<file path="config.mk">
export PLATFORM = sky130hd
export DESIGN_NAME = wb_decode_mux
export DESIGN_NICKNAME = d
export VERILOG_FILES = /design/src/rtl/wb_pkg.sv /design/src/rtl/wb_addr_decode.sv /design/src/rtl/wb_decode_mux.sv
export SDC_FILE = /design/constraint.sdc
export NUM_CORES = 1
export LEC_CHECK = 0
export ABC_CLOCK_PERIOD_IN_PS = 6750
export CAP_MARGIN = 20
export CORE_AREA = 4 4 225 227
export CTS_CLUSTER_DIAMETER = 60
export DETAILED_ROUTE_END_ITERATION = 7
export DIE_AREA = 0 0 229 231
export PLACE_DENSITY_LB_ADDON = 0.2
export SKIP_LAST_GASP = 1
export SLEW_MARGIN = 20
export SYNTH_ARGS = -nofsm -noshare
export SYNTH_HDL_FRONTEND = slang
export SYNTH_HIERARCHICAL = 1
export SYNTH_SLANG_ARGS = --single-unit
</file>
<file path="constraint.sdc">
create_clock -name wb_clk_i -period 6.75 [get_ports wb_clk_i]
set_input_delay 1.35 -clock wb_clk_i [delete_from_list [all_inputs] [get_ports wb_clk_i]]
set_output_delay 1.35 -clock wb_clk_i [all_outputs]
set_load 0.1 [all_outputs]
</file>
<file path="src/rtl/wb_pkg.sv">
// Shared types and constants for the Wishbone decoder/multiplexer.
package wb_pkg;

  localparam logic [2:0] CTI_CLASSIC = 3'b000;
  localparam logic [2:0] CTI_INCR    = 3'b010;
  localparam logic [2:0] CTI_EOB     = 3'b111;

  typedef enum logic [1:0] {
    IDLE   = 2'd0,
    ACTIVE = 2'd1,
    ERR    = 2'd2
  } state_t;

  // Bits needed to index n items; never less than 1 so a single-item
  // range still yields a legal vector.
  function automatic int clog2_w(input int n);
    int w;
    w = 1;
    while ((1 << w) < n) w++;
    return w;
  endfunction

endpackage

</file>
<file path="src/rtl/wb_addr_decode.sv">
// Combinational address decoder: lowest-index matching slave wins.
module wb_addr_decode
  import wb_pkg::*;
#(
  parameter int                         NUM_SLAVES = 4,
  parameter int                         AW         = 32,
  parameter logic [NUM_SLAVES*AW-1:0]   MATCH_ADDR = {32'h2000, 32'h1100, 32'h1000, 32'h0000},
  parameter logic [NUM_SLAVES*AW-1:0]   MATCH_MASK = {32'hfffff000, 32'hffffffc0, 32'hffffffc0, 32'hfffff000}
) (
  input  logic [AW-1:0]                  adr,
  output logic                           match,
  output logic [clog2_w(NUM_SLAVES)-1:0] idx
);

  localparam int IW = clog2_w(NUM_SLAVES);

  // Scan from the top down so the lowest matching index is the one left standing.
  always_comb begin
    match = 1'b0;
    idx   = '0;
    for (int i = NUM_SLAVES - 1; i >= 0; i--) begin
      if ((adr & MATCH_MASK[i*AW +: AW]) == MATCH_ADDR[i*AW +: AW]) begin
        match = 1'b1;
        idx   = IW'(i);
      end
    end
  end

endmodule

</file>
<file path="src/rtl/wb_decode_mux.sv">
// Single-master, N-slave Wishbone decoder/multiplexer with registered decode,
// burst lock, unmapped-address error and per-transaction watchdog.
//
//   state  | meaning
//   IDLE   | no slave selected; waiting for cyc & stb to decode
//   ACTIVE | slave sel_q owns the bus; strobes and responses pass through
//   ERR    | one-cycle error response (unmapped address or timeout)
module wb_decode_mux
  import wb_pkg::*;
#(
  parameter int                         NUM_SLAVES     = 4,
  parameter int                         AW             = 32,
  parameter int                         DW             = 32,
  parameter logic [NUM_SLAVES*AW-1:0]   MATCH_ADDR     = {32'h2000, 32'h1100, 32'h1000, 32'h0000},
  parameter logic [NUM_SLAVES*AW-1:0]   MATCH_MASK     = {32'hfffff000, 32'hffffffc0, 32'hffffffc0, 32'hfffff000},
  parameter int                         TIMEOUT_CYCLES = 255
) (
  input  logic                           wb_clk_i,
  input  logic                           wb_rst_n_i,
  input  logic [AW-1:0]                  wbm_adr_i,
  input  logic [DW-1:0]                  wbm_dat_i,
  input  logic [DW/8-1:0]                wbm_sel_i,
  input  logic                           wbm_we_i,
  input  logic                           wbm_cyc_i,
  input  logic                           wbm_stb_i,
  input  logic [2:0]                     wbm_cti_i,
  input  logic [1:0]                     wbm_bte_i,
  output logic [DW-1:0]                  wbm_dat_o,
  output logic                           wbm_ack_o,
  output logic                           wbm_err_o,
  output logic                           wbm_rty_o,
  output logic [NUM_SLAVES*AW-1:0]       wbs_adr_o,
  output logic [NUM_SLAVES*DW-1:0]       wbs_dat_o,
  output logic [NUM_SLAVES*(DW/8)-1:0]   wbs_sel_o,
  output logic [NUM_SLAVES-1:0]          wbs_we_o,
  output logic [NUM_SLAVES*3-1:0]        wbs_cti_o,
  output logic [NUM_SLAVES*2-1:0]        wbs_bte_o,
  output logic [NUM_SLAVES-1:0]          wbs_cyc_o,
  output logic [NUM_SLAVES-1:0]          wbs_stb_o,
  input  logic [NUM_SLAVES*DW-1:0]       wbs_dat_i,
  input  logic [NUM_SLAVES-1:0]          wbs_ack_i,
  input  logic [NUM_SLAVES-1:0]          wbs_err_i,
  input  logic [NUM_SLAVES-1:0]          wbs_rty_i,
  output logic                           err_irq_o,
  output logic [AW-1:0]                  err_adr_o,
  output logic                           err_to_o
);

  localparam int SW = clog2_w(NUM_SLAVES);
  localparam int CW = clog2_w(TIMEOUT_CYCLES + 1);
  localparam logic [CW-1:0] TO_LAST = CW'((TIMEOUT_CYCLES == 0) ? 0 : TIMEOUT_CYCLES - 1);

  state_t          state;
  logic [SW-1:0]   sel_q;
  logic [CW-1:0]   wd_cnt;
  logic            dec_match;
  logic [SW-1:0]   dec_idx;
  logic            s_ack, s_err, s_rty, term, timeout;

  wb_addr_decode #(
    .NUM_SLAVES (NUM_SLAVES),
    .AW         (AW),
    .MATCH_ADDR (MATCH_ADDR),
    .MATCH_MASK (MATCH_MASK)
  ) u_dec (
    .adr   (wbm_adr_i),
    .match (dec_match),
    .idx   (dec_idx)
  );

  // Request fields go to every slave; only cyc/stb are steered.
  assign wbs_adr_o = {NUM_SLAVES{wbm_adr_i}};
  assign wbs_dat_o = {NUM_SLAVES{wbm_dat_i}};
  assign wbs_sel_o = {NUM_SLAVES{wbm_sel_i}};
  assign wbs_we_o  = {NUM_SLAVES{wbm_we_i}};
  assign wbs_cti_o = {NUM_SLAVES{wbm_cti_i}};
  assign wbs_bte_o = {NUM_SLAVES{wbm_bte_i}};

  assign s_ack   = wbs_ack_i[sel_q];
  assign s_err   = wbs_err_i[sel_q];
  assign s_rty   = wbs_rty_i[sel_q];
  assign term    = (state == ACTIVE) && (s_ack || s_err || s_rty);
  // A termination on the firing cycle wins over the watchdog.
  assign timeout = (TIMEOUT_CYCLES != 0) && (state == ACTIVE) && wbm_cyc_i &&
                   wbm_stb_i && !term && (wd_cnt == TO_LAST);

  assign err_irq_o = (state == ERR);

  // Steer strobes to the locked slave and return its response combinationally.
  always_comb begin
    wbs_cyc_o = '0;
    wbs_stb_o = '0;
    wbm_dat_o = '0;
    wbm_ack_o = 1'b0;
    wbm_err_o = 1'b0;
    wbm_rty_o = 1'b0;
    if (state == ACTIVE) begin
      wbs_cyc_o[sel_q] = wbm_cyc_i;
      wbs_stb_o[sel_q] = wbm_stb_i;
      wbm_dat_o        = wbs_dat_i[int'(sel_q)*DW +: DW];
      wbm_ack_o        = s_ack;
      wbm_err_o        = s_err;
      wbm_rty_o        = s_rty;
    end else if (state == ERR) begin
      wbm_err_o = 1'b1;
    end
  end

  // Decode, burst lock, watchdog and error capture.
  always_ff @(posedge wb_clk_i or negedge wb_rst_n_i) begin
    if (!wb_rst_n_i) begin
      state     <= IDLE;
      sel_q     <= '0;
      wd_cnt    <= '0;
      err_adr_o <= '0;
      err_to_o  <= 1'b0;
    end else begin
      case (state)
        IDLE: begin
          if (wbm_cyc_i && wbm_stb_i) begin
            if (dec_match) begin
              state  <= ACTIVE;
              sel_q  <= dec_idx;
              wd_cnt <= '0;
            end else begin
              state     <= ERR;
              err_adr_o <= wbm_adr_i;
              err_to_o  <= 1'b0;
            end
          end
        end
        ACTIVE: begin
          if (term) begin
            wd_cnt <= '0;
            if (!(s_ack && wbm_cyc_i && (wbm_cti_i == CTI_INCR))) state <= IDLE;
          end else if (!wbm_cyc_i) begin
            state <= IDLE;
          end else if (timeout) begin
            state     <= ERR;
            err_adr_o <= wbm_adr_i;
            err_to_o  <= 1'b1;
          end else if (wbm_stb_i && (wd_cnt != '1)) begin
            wd_cnt <= wd_cnt + 1'b1;
          end
        end
        ERR:     state <= IDLE;
        default: state <= IDLE;
      endcase
    end
  end

endmodule

</file>
==> impl_results.md <==
* Worst Setup End Kind: output port
* Vias per inst at 3.84
* Worst-path clk slew at 0.08 ns
* Proportion of netlist area held by the largest area contributor at 34.8%
* Area growth syn-to-layout at 39.2%
* Logic gate share of total power at 61.2%
* Run status: complete, no violations
* Setup TNS at 0 ns
* Crit path DAT at 3.63 ns
* Quantity of I/O buffers inserted on ports at 395
* Length of routed met3 wiring at 3.04 mm
* Netlist Area Pre-Place at 0.00639 mm^2
* Number of nets in the finished design at 998
* Syn_nets at 935
* Quantity of hold-fixing buffers added after cts at 0
* Number of failing setup endpoints in the final timing report at 0
* Combined area of the multi-input logic cells at 0.00271 mm^2
* Final std cells w/o fill at 1402
* Fraction of final layout cells sized beyond drive strength 1 at 12.1%
* Class of the tightest hold or removal check: reg -> reg
* Internal power component at 701 uW
* Top post-synthesis cells by area: sky130_fd_sc_hd__buf_4 35%, sky130_fd_sc_hd__dfrtp_1 18%, sky130_fd_sc_hd__mux4_2 12%
* Starting density of the core at 13.1%
* Clock power frac at 17.7%
* Length in cells of the worst reg-to-reg path at 5
* Final worst path period share at 73.7%
* Largest area contributor in the netlist: sky130_fd_sc_hd__buf_4
* CTS Root Cell: sky130_fd_sc_hd__clkbuf_16
* Count of state elements after synthesis at 45
* Headroom to the max-slew limit at 28.3%
* Deepest clock path buffer count at 2
* Crit Path Category: in -> out
* Number of fill cells in the layout at 5391
* Maximum fanout count along the critical path at 8
* Most used flip-flop cell after synthesis: sky130_fd_sc_hd__dfrtp_1
* Dpl hpwl at 24.0 mm
* Latest clock arrival within the worst-skew pair at 0.31 ns
* Worst-margin pin slew at 1.07 ns
* Max Used Layer: met4
* Number of enable flip-flop cells after synthesis at 0
* Area of the die at 0.0529 mm^2
* H-tree depth reported by CTS at 2
* Mean routed wirelength per cell at 21.9 um
* Number of distinct library cells after synthesis at 43
* DRC violation count after routing at 0
* Number of buffers created by CTS at 5
* GRT overflow at 0
* Count of warnings emitted by yosys at 6
* Count of cells resized by post-cts repair at 0
* Data required time of the critical path at 5.40 ns
* Max-slew violation count at 0
* Commonest non-fill, non-tap cell in the layout: sky130_fd_sc_hd__clkdlybuf4s50_1
* Antenna violations before repair at 10
* Leakage at 2.93 nW
* Number of clock sinks at 45
* Final clock skew at 0.00873 ns
* Final GP Congestion at 0.756
* Vias after detailed routing at 5384
* Fin crit period at 4.98 ns
* Sequential Power Share at 21.1%
* CTS tree: yes
* RSZ-0062 raised after global routing: false
* Aggregate routed wire length at 30.7 mm
* Cell count after placement at 1393
* Share of the yosys chip area belonging to registers at 17.6%
* Count of antenna-violating nets left after detailed routing at 0
* Routed length on met2 at 15.6 mm
* Number of instances in the synthesized netlist at 715
* Area inside the core boundary at 0.0486 mm^2
* Mean instance size in the synthesized netlist at 8.94 um^2
* Reported max-cap violation count at 0
* Most frequent cells in the layout: 394 x sky130_fd_sc_hd__clkdlybuf4s50_1, 42 x sky130_fd_sc_hd__dfrtp_1, 37 x sky130_fd_sc_hd__inv_1, 37 x sky130_fd_sc_hd__nor2b_1, 36 x sky130_fd_sc_hd__nor4_1
* Post-CTS setup buffer count at 0
* Number of iterations in the first detailed-routing pass at 4
* Maximum number of pins on one net before global-route repair at 71
* Worst Hold Depth at 1
* Number of primary I/O pins at 591
* Wl on met1 at 11.5 mm
* Initial DRC count at 242
* Critical path launch point type: input pin
* Power density over cell area at 175 mW/mm^2
* Maximum ir drop on the vdd rail at 85.6 uV
* Via count of the first global-routing pass at 5774
* Horiz. Die Dim at 229 um
* Overall die height at 231 um
* Standard-cell row count at 81
* Count of final hold-check violations at 0
* Maximum clock rate at 201 MHz
* Switching share of total power at 54.8%
* First-pass GRT wire length at 43.5 mm
* GR Util All Layers at 11.1%
* FF+latch area at 0.00113 mm^2
* Async S/R FF share, synth at 100%
* Switching power of the nets at 852 uW
[kinds of logic (layout without fill, tap and decap cells)]
family	count (synthesis)	in the layout	synth area share (%)
AO/OA/AOI/OAI	127	127	17.3
adder cells (fa/ha/maj)	2	2	0.392
buffers and inverters	381	445	40.2
flip-flops	45	45	17.6
multiplexers	37	37	12.7
other	0	1	0
AND/OR/NAND/NOR	123	123	11.8
[state kept, by name, indices dropped and copies added (netlist names)]
name / cells
sel_q: 2
err_adr_o: 32
wd_cnt: 8
state: 2
err_to_o: 1
[worst paths after layout]
check                           start             to  slack [ns]
hold / removal              wd_cnt[5]      wd_cnt[5]        0.52
setup reg to reg             sel_q[0]   err_adr_o[6]        2.43
hold reg to reg             wd_cnt[5]      wd_cnt[5]        0.52
min in group asynchronous  wb_rst_n_i  err_adr_o[28]        1.16
setup / recovery            wbm_cyc_i   wbs_cyc_o[3]        1.77
max in group asynchronous  wb_rst_n_i       state[0]        5.08
[cell usage after synthesis (all sizes together), types with 2 or more instances]
library cell	n
a21o	3
a21oi	35
a31oi	9
and4	2
buf	303
clkbuf	41
dfrtp	45
ha	2
inv	37
mux2	2
mux4	35
nand2	5
nand2b	6
nand3	5
nand4	4
nor2	10
nor2b	37
nor3	7
nor4	37
o211ai	35
o21ai	5
o311ai	32
or2	2
or3	2
or4	3
[through the flow]
step	util (%)	worst slack, ns	power (mW)	cell area (um^2)	hold WS (ns)
6_report	18.3	1.77	1.55	8900	0.520
5_1_grt	18.3	1.60	1.61	8900	0.534
4_1_cts	18.3	1.72	1.58	8890	0.506
3_5_place_dp	18.0	1.53	1.29	8750	0.495
3_3_place_gp	18.0	1.59	1.29	8750	0.489
2_1_floorplan	-	1.92	1.47	6390	0.460
[power groups by stage]
stage / logic, mW / registers [mW] / clock network (mW)
after detailed placement: 0.958 / 0.334 / 0
final: 0.950 / 0.328 / 0.275
after CTS: 0.961 / 0.330 / 0.291
after floorplan: 0.931 / 0.540 / 0
after global routing: 0.983 / 0.333 / 0.299
after global placement: 0.958 / 0.333 / 0
[worst max-delay path, stage by stage]
cell and delay, ns:
sky130_fd_sc_hd__clkdlybuf4s50_1 0.66, sky130_fd_sc_hd__nand2_1 0.20, sky130_fd_sc_hd__nor2_1 0.17, sky130_fd_sc_hd__clkdlybuf4s50_1 1.22
[area by class of cell]
type                       instances  share of cell area (%)
antenna                            1                  0.0281
clock buffer                       5                    1.41
clock inverter                     3                   0.239
inverter                          37                    1.56
multi-input combinational        289                    30.5
sequential                        45                    12.7
tap                              622                    8.75
timing repair buffer             400                    44.8
[metal layers]
metal,track usage [%],vias to the layer above
met5,0.184,-
met4,2.17,0
met3,4.82,28
met2,20.1,407
met1,11.9,2561
li1,-,2388
(Power assumes the default switching activity.)
